==> src/rtl/sram_config_loader.sv <==
// Serial config loader for the LUT/routing SRAM.
// Assembles LSB-first bit stream into words; reads them back serially.
module sram_config_loader #(
  parameter int ADDR_WIDTH = 4,
  parameter int DATA_WIDTH = 1
) (
  input  logic                  clk,
  input  logic                  rst,
  input  logic                  start,
  input  logic                  rb_start,
  input  logic                  cfg_bit,
  input  logic                  cfg_valid,
  output logic                  cfg_ready,
  output logic [ADDR_WIDTH-1:0] sram_waddr,
  output logic [DATA_WIDTH-1:0] sram_wdata,
  output logic                  sram_we,
  output logic [ADDR_WIDTH-1:0] sram_raddr,
  input  logic [DATA_WIDTH-1:0] sram_rdata,
  output logic                  rb_bit,
  output logic                  rb_valid,
  input  logic                  rb_ready,
  output logic                  busy,
  output logic                  loaded
);

  localparam int BW =
    (DATA_WIDTH > 1) ? $clog2(DATA_WIDTH) : 1;
  localparam logic [BW-1:0] BIT_LAST =
    BW'(DATA_WIDTH - 1);
  localparam logic [ADDR_WIDTH-1:0] ADDR_LAST = '1;

  typedef enum logic [1:0] {
    IDLE, LOAD, WRITE, RB
  } state_e;

  state_e                  state_q, state_d;
  logic [ADDR_WIDTH-1:0]   addr_q, addr_d;
  logic [BW-1:0]           bitcnt_q, bitcnt_d;
  logic [DATA_WIDTH-1:0]   shift_q, shift_d;
  logic [ADDR_WIDTH-1:0]   waddr_q, waddr_d;
  logic [DATA_WIDTH-1:0]   wdata_q, wdata_d;
  logic                    loaded_q, loaded_d;

  always_comb begin
    state_d  = state_q;
    addr_d   = addr_q;
    bitcnt_d = bitcnt_q;
    shift_d  = shift_q;
    waddr_d  = waddr_q;
    wdata_d  = wdata_q;
    loaded_d = loaded_q;
    unique case (state_q)
      IDLE: begin
        if (start) begin
          state_d  = LOAD;
          addr_d   = '0;
          bitcnt_d = '0;
          loaded_d = 1'b0;
        end else if (rb_start) begin
          state_d  = RB;
          addr_d   = '0;
          bitcnt_d = '0;
        end
      end
      LOAD: begin
        if (cfg_valid) begin
          shift_d[bitcnt_q] = cfg_bit;
          if (bitcnt_q == BIT_LAST) begin
            state_d  = WRITE;
            bitcnt_d = '0;
            waddr_d  = addr_q;
            wdata_d  = shift_d;
          end else begin
            bitcnt_d = bitcnt_q + 1'b1;
          end
        end
      end
      WRITE: begin
        if (addr_q == ADDR_LAST) begin
          state_d  = IDLE;
          addr_d   = '0;
          loaded_d = 1'b1;
        end else begin
          state_d = LOAD;
          addr_d  = addr_q + 1'b1;
        end
      end
      RB: begin
        // raddr steps with the bit wrap so words stream back-to-back
        if (rb_ready) begin
          if (bitcnt_q == BIT_LAST) begin
            bitcnt_d = '0;
            if (addr_q == ADDR_LAST) begin
              state_d = IDLE;
              addr_d  = '0;
            end else begin
              addr_d = addr_q + 1'b1;
            end
          end else begin
            bitcnt_d = bitcnt_q + 1'b1;
          end
        end
      end
      default: state_d = IDLE;
    endcase
  end

  always_ff @(posedge clk or posedge rst) begin
    if (rst) begin
      state_q  <= IDLE;
      addr_q   <= '0;
      bitcnt_q <= '0;
      shift_q  <= '0;
      waddr_q  <= '0;
      wdata_q  <= '0;
      loaded_q <= 1'b0;
    end else begin
      state_q  <= state_d;
      addr_q   <= addr_d;
      bitcnt_q <= bitcnt_d;
      shift_q  <= shift_d;
      waddr_q  <= waddr_d;
      wdata_q  <= wdata_d;
      loaded_q <= loaded_d;
    end
  end

  assign cfg_ready  = (state_q == LOAD);
  assign sram_we    = (state_q == WRITE);
  assign rb_valid   = (state_q == RB);
  assign busy       = (state_q != IDLE);
  assign sram_waddr = waddr_q;
  assign sram_wdata = wdata_q;
  assign sram_raddr = addr_q;
  assign loaded     = loaded_q;
  assign rb_bit     = rb_valid & sram_rdata[bitcnt_q];

endmodule
==> config.mk <==
export PLATFORM = sky130hd
export DESIGN_NAME = sram_config_loader
export DESIGN_NICKNAME = d
export VERILOG_FILES = /design/src/rtl/sram_config_loader.sv
export SDC_FILE = /design/constraint.sdc
export NUM_CORES = 1
export LEC_CHECK = 0
export ABC_CLOCK_PERIOD_IN_PS = 2850
export BUFFER_PORTS_ARGS = -buffer_cell sky130_fd_sc_hd__buf_4
export CAP_MARGIN = 10
export CORE_MARGIN = 1
export CORE_UTILIZATION = 31
export DETAILED_ROUTE_END_ITERATION = 8
export SYNTH_ARGS = -nofsm -noshare
export SYNTH_HDL_FRONTEND = slang
export SYNTH_SLANG_ARGS = --single-unit
==> constraint.sdc <==
create_clock -name clk -period 2.85 [get_ports clk]
set_input_delay 0.1425 -clock clk [delete_from_list [all_inputs] [get_ports clk]]
set_output_delay 0.1425 -clock clk [all_outputs]
set_load 0.005 [all_outputs]
==> results.md <==
- Worst hold path class: input port to flip-flop
- Post-route setup slack: 1.37 ns
- Clk buf depth: 2
- I/O pin total: 23
- Yosys cell types: 26
- PwrDens: 959 mW/mm2
- Slew Limit Fails: 0
- CTS sink cnt: 12
- Most Crowded Layer GR: met1
- Initial core utilization: 0.329
- CP Data Arrival Time: 1.34 ns
- Syn Nets: 67
- Placer Congestion: 0.685
- First-pass GRT wire length: 2150 um
- Fin nets: 93
- Vias: 519
- TritonCTS clock tree: done
- H-tree depth: 1
- Critical path, cell by cell: or2_2 -> buf_4
- Most used DFF post-synth: dfrtp_1
- Min Hold Slack: 0.101 ns
- Pre-CTS setup slack: 1.53 ns
- Clk slew on worst S/H paths: 0.08 ns
- Post-Synthesis Cells: 58
- Crit path required time: 2.71 ns
- DR vias/cell: 4.72
- All-Layer GR Usage: 0.141
- Global route overflow: 0
- Root Buffer: clkbuf_4
- Seq cells post-synth: 12
- Max_cap viols: 0
- Initial antenna violation count: 0
- Met1 Usage GRT: 0.195
- Commonest non-fill, non-tap cell in the layout: buf_4
- Status: complete, no violations
- Syn. warnings: 0
- Final core occ: 0.449
- Worst-margin pin slew: 0.463 ns
- EDFF count, synth: 0
- Die area: 0.00225 mm2
- Sequential cell area: 300 um2
- Routed wire length per instance: 11.8 um
- Hpwl dp: 979 um
- Fmax: 676 MHz
- Num rows: 16
- Post-Syn Area per Cell: 11.0 um2
- Synth async-reset ratio: 1.00
- DRC viols: 0
- P&R area growth vs syn: 36.4%
- Ant diodes: 0
- CP max stage cell: dfrtp_1
- Footprint of the multi-input gates: 304 um2
- Met3 usage: 0.0491
- Max FO, Critical Path: 15
- Setup crit end kind: primary output
- # fillers: 199
- TritonRoute pass-1 iters: 4
- Detailed Route WL: 1290 um
- RSZ-0062 raised after global routing: no
- Commonest non-fill, non-tap cells in the layout: buf_4, dfrtp_1, inv_1
- DR iter-0 viols: 6
- # setup viols final: 0
- Period minus WS final: 1.48 ns
- Die width: 47.4 um
- Kind of critical path: flip-flop to primary output
- Vias in the first global route: 468
- Clk_lat worst skew: 0.28 ns
- Setup Total Neg Slack: 0 ns
- Fin. Hold Viols: 0
- Peak supply drop: 0.336 mV
- Die height: 47.4 um
- Rel. slew slack: 0.692
- Post-Syn Area: 639 um2
- Global Route met2 Usage: 0.195
- Post-cts resize count: 0
- Fin crit share: 0.519
- Share of layout cells above drive strength 1: 0.422
- Setup Skew: 0.00519 ns
- Port bufs: 22
- Slowest stage delay, CP: 0.55 ns
- Largest net degree at the start of global routing: 16
- Seq/Total Area, Yosys: 0.470
- Lkg Pwr: 0.444 nW
- Startpoint Class: flip-flop
- TritonCTS Buffers: 3
- Antenna-violating nets left: 0
- Core Area: 0.00194 mm2
## power by group
part	leakage, nW	total (mW)	internal (mW)	switching (mW)
combinational	0.286	0.366	0.236	0.130
sequential	0.136	0.331	0.243	0.0880
clock	0.0210	0.140	0.0777	0.0619
total	0.444	0.837	0.557	0.280
## cell usage after synthesis, types with 2 or more instances
cell type / count / area (um2)
nor2_1: 2 / 7.51
nand2_1: 2 / 7.51
nand4_1: 2 / 12.5
a21oi_1: 2 / 10.0
o221ai_1: 2 / 17.5
o21ai_0: 2 / 10.0
nand3_1: 3 / 15.0
inv_1: 6 / 22.5
mux2_4: 5 / 75.1
and3_1: 2 / 12.5
nand2b_1: 3 / 18.8
dfrtp_1: 12 / 300
o21bai_1: 2 / 15.0
## worst max-delay path: cells and delay by family (launching register included)
kind,cells,cell delay (ns)
AND/OR/NAND/NOR,1,0.37
buffers and inverters,1,0.14
flip-flops,1,0.55
## through the flow
| step | std cells | power [mW] | instance area, um2 |
|---|---|---|---|
| floorplan | 58 | 0.535 | 639 |
| global placement | 105 | 0.702 | 826 |
| detailed placement | 105 | 0.703 | 826 |
| CTS | 110 | 0.844 | 872 |
| global route | 110 | 0.913 | 872 |
| finish | 110 | 0.837 | 872 |
## worst paths after layout
| check | slack (ns) | depth (start not counted) | start | to |
|---|---|---|---|---|
| max in group asynchronous | 2.10 | 3 | rst | shift_q$_DFFE_PP0P_ |
| hold reg to reg | 0.52 | 1 | shift_q$_DFFE_PP0P_ | shift_q$_DFFE_PP0P_ |
| setup reg to reg | 1.52 | 3 | state_q[0]$_DFFE_PP0P_ | shift_q$_DFFE_PP0P_ |
| setup / recovery | 1.37 | 2 | state_q[1]$_DFFE_PP0P_ | busy |
| min in group asynchronous | 0.43 | 3 | rst | sram_raddr[3]$_DFFE_PP0P_ |
| hold / removal | 0.10 | 2 | cfg_bit | shift_q$_DFFE_PP0P_ |
## sequential cells by signal, indices dropped and copies added, names as in the netlist
register and cells:
sram_raddr 4, sram_waddr 4, state_q 2, loaded 1
shift_q 1
## layout make-up
cell class,instances,area share
sequential,12,0.344
tap,27,0.0387
inverter,6,0.0258
timing repair buffer,23,0.201
clock buffer,4,0.0416
multi-input combinational,38,0.349
## cells by family (layout without fill, tap and decap cells)
kind of cell             count (synthesis)  after routing  synth area share
flip-flops                              12             12             0.470
AO/OA/AOI/OAI                           12             12             0.141
AND/OR/NAND/NOR                         19             19             0.182
adder cells (fa/ha/maj)                  1              1            0.0196
multiplexers                             6              6             0.133
buffers and inverters                    8             33            0.0548
## metal layers
metal	wire length, um	share of wire	vias to the layer above
met5	0	0	-
met2	577	0.45	22
li1	-	-	258
met3	81	0.063	2
met1	619	0.48	237
met4	15	0.012	0
## repair_timing
item                                    4_1_cts  5_1_grt
endpoints found under the setup margin        0        0
hold buffers                                  1        0
setup buffers                                 0        0
endpoints found under the hold margin        12        0
Note: power is estimated with default switching activity, not from simulation.
